===== config.mk =====
export PLATFORM = sky130hd
export DESIGN_NAME = exp5_condiciona_jogada
export DESIGN_NICKNAME = d
export VERILOG_FILES = /design/src/rtl/exp5_condiciona_jogada.sv
export SDC_FILE = /design/constraint.sdc
export NUM_CORES = 1
export LEC_CHECK = 0
export ABC_AREA = 1
export BUFFER_PORTS_ARGS = -buffer_cell sky130_fd_sc_hd__buf_2
export CORE_UTILIZATION = 53
export CTS_BUF_LIST = sky130_fd_sc_hd__clkbuf_2 sky130_fd_sc_hd__clkbuf_4 sky130_fd_sc_hd__clkbuf_8
export CTS_CLUSTER_DIAMETER = 60
export DETAILED_ROUTE_END_ITERATION = 7
export HOLD_SLACK_MARGIN = 0.15
export MAX_ROUTING_LAYER = met4
export PLACE_DENSITY = 0.86
export SYNTH_ARGS = -nofsm -noshare
export SYNTH_HDL_FRONTEND = slang
export SYNTH_SLANG_ARGS = --single-unit

===== constraint.sdc =====
create_clock -name clock -period 5 [get_ports clock]
set_clock_uncertainty 0.05 [all_clocks]
set_input_delay 0.25 -clock clock [delete_from_list [all_inputs] [get_ports clock]]
set_output_delay 0.25 -clock clock [all_outputs]
set_load 0.02 [all_outputs]

===== src/rtl/exp5_condiciona_jogada.sv =====
// exp5_condiciona_jogada
// Conditions the raw board inputs of the game into clean, single-cycle events.
// The key switches are synchronized, debounced by a Moore FSM and latched as
// the current "jogada". The start button is synchronized and edge-detected
// into a one-cycle pulse that is followed by a short hold-off window.
//
// Ports:
//   clock          system clock, all flops on the rising edge
//   reset          asynchronous, active-low reset
//   chaves[3:0]    raw key switches (asynchronous to clock)
//   iniciar        raw start button (asynchronous to clock)
//   jogada[3:0]    last accepted key value
//   jogada_feita   one-cycle pulse while a new jogada is being accepted
//   jogada_valida  1 when the accepted jogada has exactly one key pressed
//   iniciar_pulso  one-cycle pulse on a start-button press
//   db_estado[3:0] FSM state code for the debug seven-segment display
module exp5_condiciona_jogada #(
  parameter int N_DEBOUNCE = 5
) (
  input  logic       clock,
  input  logic       reset,
  input  logic [3:0] chaves,
  input  logic       iniciar,
  output logic [3:0] jogada,
  output logic       jogada_feita,
  output logic       jogada_valida,
  output logic       iniciar_pulso,
  output logic [3:0] db_estado
);

  localparam int CW = $clog2(N_DEBOUNCE + 1);
  localparam logic [CW-1:0] CNT_LAST = CW'(N_DEBOUNCE - 1);
  localparam logic [CW-1:0] CNT_MAX  = CW'(N_DEBOUNCE);
  localparam logic [CW-1:0] CNT_ONE  = CW'(1);

  typedef enum logic [3:0] {
    ESPERA   = 4'd0,
    FILTRA   = 4'd1,
    REGISTRA = 4'd2,
    SOLTA    = 4'd3
  } state_t;

  state_t          state;
  logic [3:0]      chaves_m;
  logic [3:0]      chaves_s;
  logic            iniciar_m;
  logic            iniciar_s;
  logic            iniciar_d;
  logic [3:0]      sample;
  logic [CW-1:0]   cnt;
  logic [CW-1:0]   hold;

  // Two-flop synchronizers; only the second stage is used by the logic.
  always_ff @(posedge clock or negedge reset) begin
    if (!reset) begin
      chaves_m  <= 4'b0000;
      chaves_s  <= 4'b0000;
      iniciar_m <= 1'b0;
      iniciar_s <= 1'b0;
    end else begin
      chaves_m  <= chaves;
      chaves_s  <= chaves_m;
      iniciar_m <= iniciar;
      iniciar_s <= iniciar_m;
    end
  end

  // Debounce FSM. The counter counts matching samples in FILTRA and
  // consecutive all-zero samples in SOLTA, so a key must be released cleanly
  // before the next press can be considered. jogada_feita is registered and
  // set on the edge that enters REGISTRA, so it is high exactly while the FSM
  // sits in REGISTRA.
  always_ff @(posedge clock or negedge reset) begin
    if (!reset) begin
      state         <= ESPERA;
      sample        <= 4'b0000;
      cnt           <= '0;
      jogada        <= 4'b0000;
      jogada_valida <= 1'b0;
      jogada_feita  <= 1'b0;
    end else begin
      jogada_feita <= 1'b0;
      case (state)
        ESPERA: begin
          if (chaves_s != 4'b0000) begin
            sample <= chaves_s;
            cnt    <= '0;
            state  <= FILTRA;
          end
        end
        FILTRA: begin
          if (chaves_s == 4'b0000) begin
            cnt   <= '0;
            state <= ESPERA;
          end else if (chaves_s == sample) begin
            if (cnt == CNT_LAST) begin
              cnt          <= '0;
              jogada_feita <= 1'b1;
              state        <= REGISTRA;
            end else if (cnt != CNT_MAX) begin
              cnt <= cnt + CNT_ONE;
            end
          end else begin
            // A different key combination restarts the filter window.
            sample <= chaves_s;
            cnt    <= '0;
          end
        end
        REGISTRA: begin
          jogada        <= sample;
          jogada_valida <= $onehot(sample);
          cnt           <= '0;
          state         <= SOLTA;
        end
        SOLTA: begin
          if (chaves_s != 4'b0000) begin
            cnt <= '0;
          end else if (cnt == CNT_LAST) begin
            cnt   <= '0;
            state <= ESPERA;
          end else if (cnt != CNT_MAX) begin
            cnt <= cnt + CNT_ONE;
          end
        end
        default: begin
          cnt   <= '0;
          state <= ESPERA;
        end
      endcase
    end
  end

  // Start-button edge detector with its own hold-off counter. The pulse is a
  // gate of flop outputs so it lines up with the cycle in which iniciar_s has
  // just risen; the hold-off is loaded on that pulse and counts down to zero.
  always_ff @(posedge clock or negedge reset) begin
    if (!reset) begin
      iniciar_d <= 1'b0;
      hold      <= '0;
    end else begin
      iniciar_d <= iniciar_s;
      if (iniciar_pulso) begin
        hold <= CNT_MAX;
      end else if (hold != '0) begin
        hold <= hold - CNT_ONE;
      end
    end
  end

  assign iniciar_pulso = iniciar_s & ~iniciar_d & (hold == '0);
  assign db_estado     = state;

endmodule


==> impl_metrics.json <==
{
  "ctsResizeCount": 0,
  "synth_top_area_share_pct": 50.6,
  "ant_nets": 0,
  "async_flop_share_pct": 100,
  "diodes": 0,
  "antenna_found_initial": 0,
  "ys_ff_latch": 29,
  "cts-buffers-inserted": 5,
  "crit_path_end_kind": "register",
  "grt.overflow.total": 0,
  "grt_pass1_vias": 956,
  "layout_min_cycle_time_ps": 1970,
  "start_util_pct": 56.9,
  "regToRegStartpoint": "sample[0]$_DFFE_PN0P_",
  "drt-initial-drc-count": 22,
  "cts_tree": "built",
  "grt_util_met1_pct": 23.3,
  "via_per_inst": 4.77,
  "io_buffers": 15,
  "drc": 0,
  "grt_usage_pct": 20.7,
  "rsz0062_at_grt": "false",
  "ys_seq_area_share_pct": 50.6,
  "maxCapViolCount": 0,
  "gr-usage-met3_pct": 5.93,
  "synth_area_leader_cell": "dfrtp_1",
  "powerDensity_nw_per_um2": 542,
  "power_w": 0.000904,
  "critPathKind": "register to register",
  "cts_buffer_depth": 2,
  "crit_chain": "inv_1 > fa_1 > inv_1 > ha_1 > ha_1 > o41ai_2",
  "cts_root_buf": "clkbuf_4",
  "place_congestion": 0.939,
  "synth_area_um2": 1440,
  "ios": 18,
  "finish.utilization_pct": 66.1,
  "firstDrtPassIters": 4,
  "hold_slack_ps": 305,
  "crit_start": "sample[0]$_DFFE_PN0P_",
  "crit_slowest_cell": "fa_1",
  "status": "completed",
  "vias": 1049,
  "die_w_um": 54.0,
  "grt_pass1_wl_um": 4020,
  "synthTopCellsByArea": "dfrtp_1 (51%), nand2_1 (14%), ha_1 (6.1%)",
  "tightest_slew_ps": 620,
  "clk_transition_reported_paths_ps": 90,
  "clk_latency_ps": 330,
  "row_count": 18,
  "cp_num_buf_inv": 2,
  "yosys.cell_count.top_type": "nand2_1",
  "use_met2_pct": 32.1,
  "critical_path.startpoint_type": "register",
  "die_h_um": 54.0,
  "busiest_layer": "met2",
  "syn_to_final_growth_pct": 16.1,
  "drive_gt1_share_pct": 20.0,
  "p_leak_nw": 0.912,
  "wl_per_cell_um": 10.4,
  "vdd.ir_drop.worst_mv": 0.339,
  "cts_hold_buffers": 6,
  "clock-sinks": 29,
  "critPathRequiredTime_ps": 5180,
  "grt_max_degree": 30,
  "synth_cell_types": 24,
  "wirelength_um": 2280,
  "hpwl_um": 1650,
  "relSlewSlack_pct": 58.6,
  "ys.flop_type": "dfrtp_1",
  "avgSynthCellArea_um2": 8.75,
  "synthTopCellsByCount": "nand2_1 (53), dfrtp_1 (29), inv_1 (21)",
  "cp_max_fo": 3,
  "arrival_ps": 2150,
  "timing_hold_violations_final": 0,
  "worst_hold_path_type": "register to register",
  "timing.final.crit_share_pct": 39.5,
  "report.final.setup_viol": 0,
  "synth_edf_count": 0,
  "hold_start": "chaves_m[3]$_DFF_PN0_",
  "cp_top_family": "adder cells",
  "dieArea_um2": 2920,
  "critPathMaxStageDelay_ps": 530,
  "fin_nets": 204,
  "core-area_um2": 2520,
  "fin_setup_tns_ps": 0,
  "h-tree-depth": 2,
  "slew_violations": 0,
  "yosysWarnings": 0,
  "cts_setup_buffers": 0,
  "max_freq_mhz": 507,
  "synthCells": 164
}
[placed cells by master, fill, tap and decap left out]
| cell type | synthesis | final |
|---|---|---|
| nor2_1 | 7 | 7 |
| nand2_2 | 3 | 3 |
| clkbuf_4 | 0 | 6 |
| o211ai_1 | 1 | 1 |
| bufinv_16 | 0 | 1 |
| nand2_1 | 53 | 53 |
| nor2_4 | 3 | 3 |
| clkbuf_8 | 0 | 1 |
| dlygate4sd3_1 | 0 | 6 |
| o41ai_2 | 1 | 1 |
| dfrtp_1 | 29 | 29 |
| buf_2 | 0 | 15 |
| o21ai_1 | 4 | 4 |
| or2_2 | 1 | 1 |
| o22ai_1 | 1 | 1 |
| nor2_2 | 3 | 3 |
| inv_1 | 21 | 21 |
| xor2_1 | 1 | 1 |
| nor3_1 | 2 | 2 |
| nand3_4 | 1 | 1 |
| fa_1 | 1 | 1 |
| nand3_1 | 10 | 10 |
| a21oi_1 | 3 | 3 |
| conb_1 | 1 | 2 |
| inv_2 | 3 | 3 |
| ha_1 | 7 | 7 |
| o21ai_0 | 4 | 4 |
[layout make-up]
class | instances | area, um^2
fill | 200 | 856
inverter | 24 | 90.1
tap | 30 | 37.5
timing repair buffer | 21 | 135
multi-input combinational | 108 | 589
sequential | 29 | 726
clock inverter | 1 | 30.0
clock buffer | 7 | 58.8
[stage by stage]
stage	setup WS [ps]	instance area, um^2	std cells
after floorplan	3130	1440	165
after global placement	3100	1520	206
final	3030	1670	220
after global routing	2930	1670	220
after CTS	3020	1670	220
after detailed placement	3040	1520	206
[layer usage]
metal  vias to the layer above  part of all wire [%]
met1                       468                    47
met2                        22                    47
li1                        550                     -
met5                         -                     0
met4                         0                   2.5
met3                         9                   3.6
[registers in the layout, summed over array words and instances, names as in the netlist]
name / cells
sample: 4
jogada: 4
iniciar_d: 1
iniciar_m: 1
cnt: 3
iniciar_s: 1
chaves_m: 4
hold: 3
jogada_valida: 1
jogada_feita: 1
db_estado: 2
chaves_s: 4
[worst paths after layout]
check	end	slack, ps	cells after the start
worst min-delay path	chaves_s[3]$_DFF_PN0_	310	0
worst max-delay path	jogada_valida$_DFFE_PN0N_	3030	6
worst min register to register	chaves_s[3]$_DFF_PN0_	310	0
worst max register to register	jogada_valida$_DFFE_PN0N_	3030	6
min in group asynchronous	sample[3]$_DFFE_PN0P_	410	2
max in group asynchronous	cnt[1]$_DFFE_PN0N_	4080	2
[cells by family after synthesis]
kind of cell / count (synthesis) / share of synthesized area (%)
AO/OA/AOI/OAI: 14 / 5.93
adder cells (fa/ha/maj): 8 / 7.50
other: 1 / 0.261
flip-flops: 29 / 50.6
XOR/XNOR: 1 / 0.610
buffers and inverters: 28 / 8.63
AND/OR/NAND/NOR: 83 / 26.5
[where the power goes]
part / switching (W) / leakage (nW) / internal, W
sequential: 0.0000500 / 0.356 / 0.000292
combinational: 0.000226 / 0.507 / 0.000133
clock: 0.0000780 / 0.0489 / 0.000125
total: 0.000354 / 0.912 / 0.000550
(Power assumes the default switching activity.)
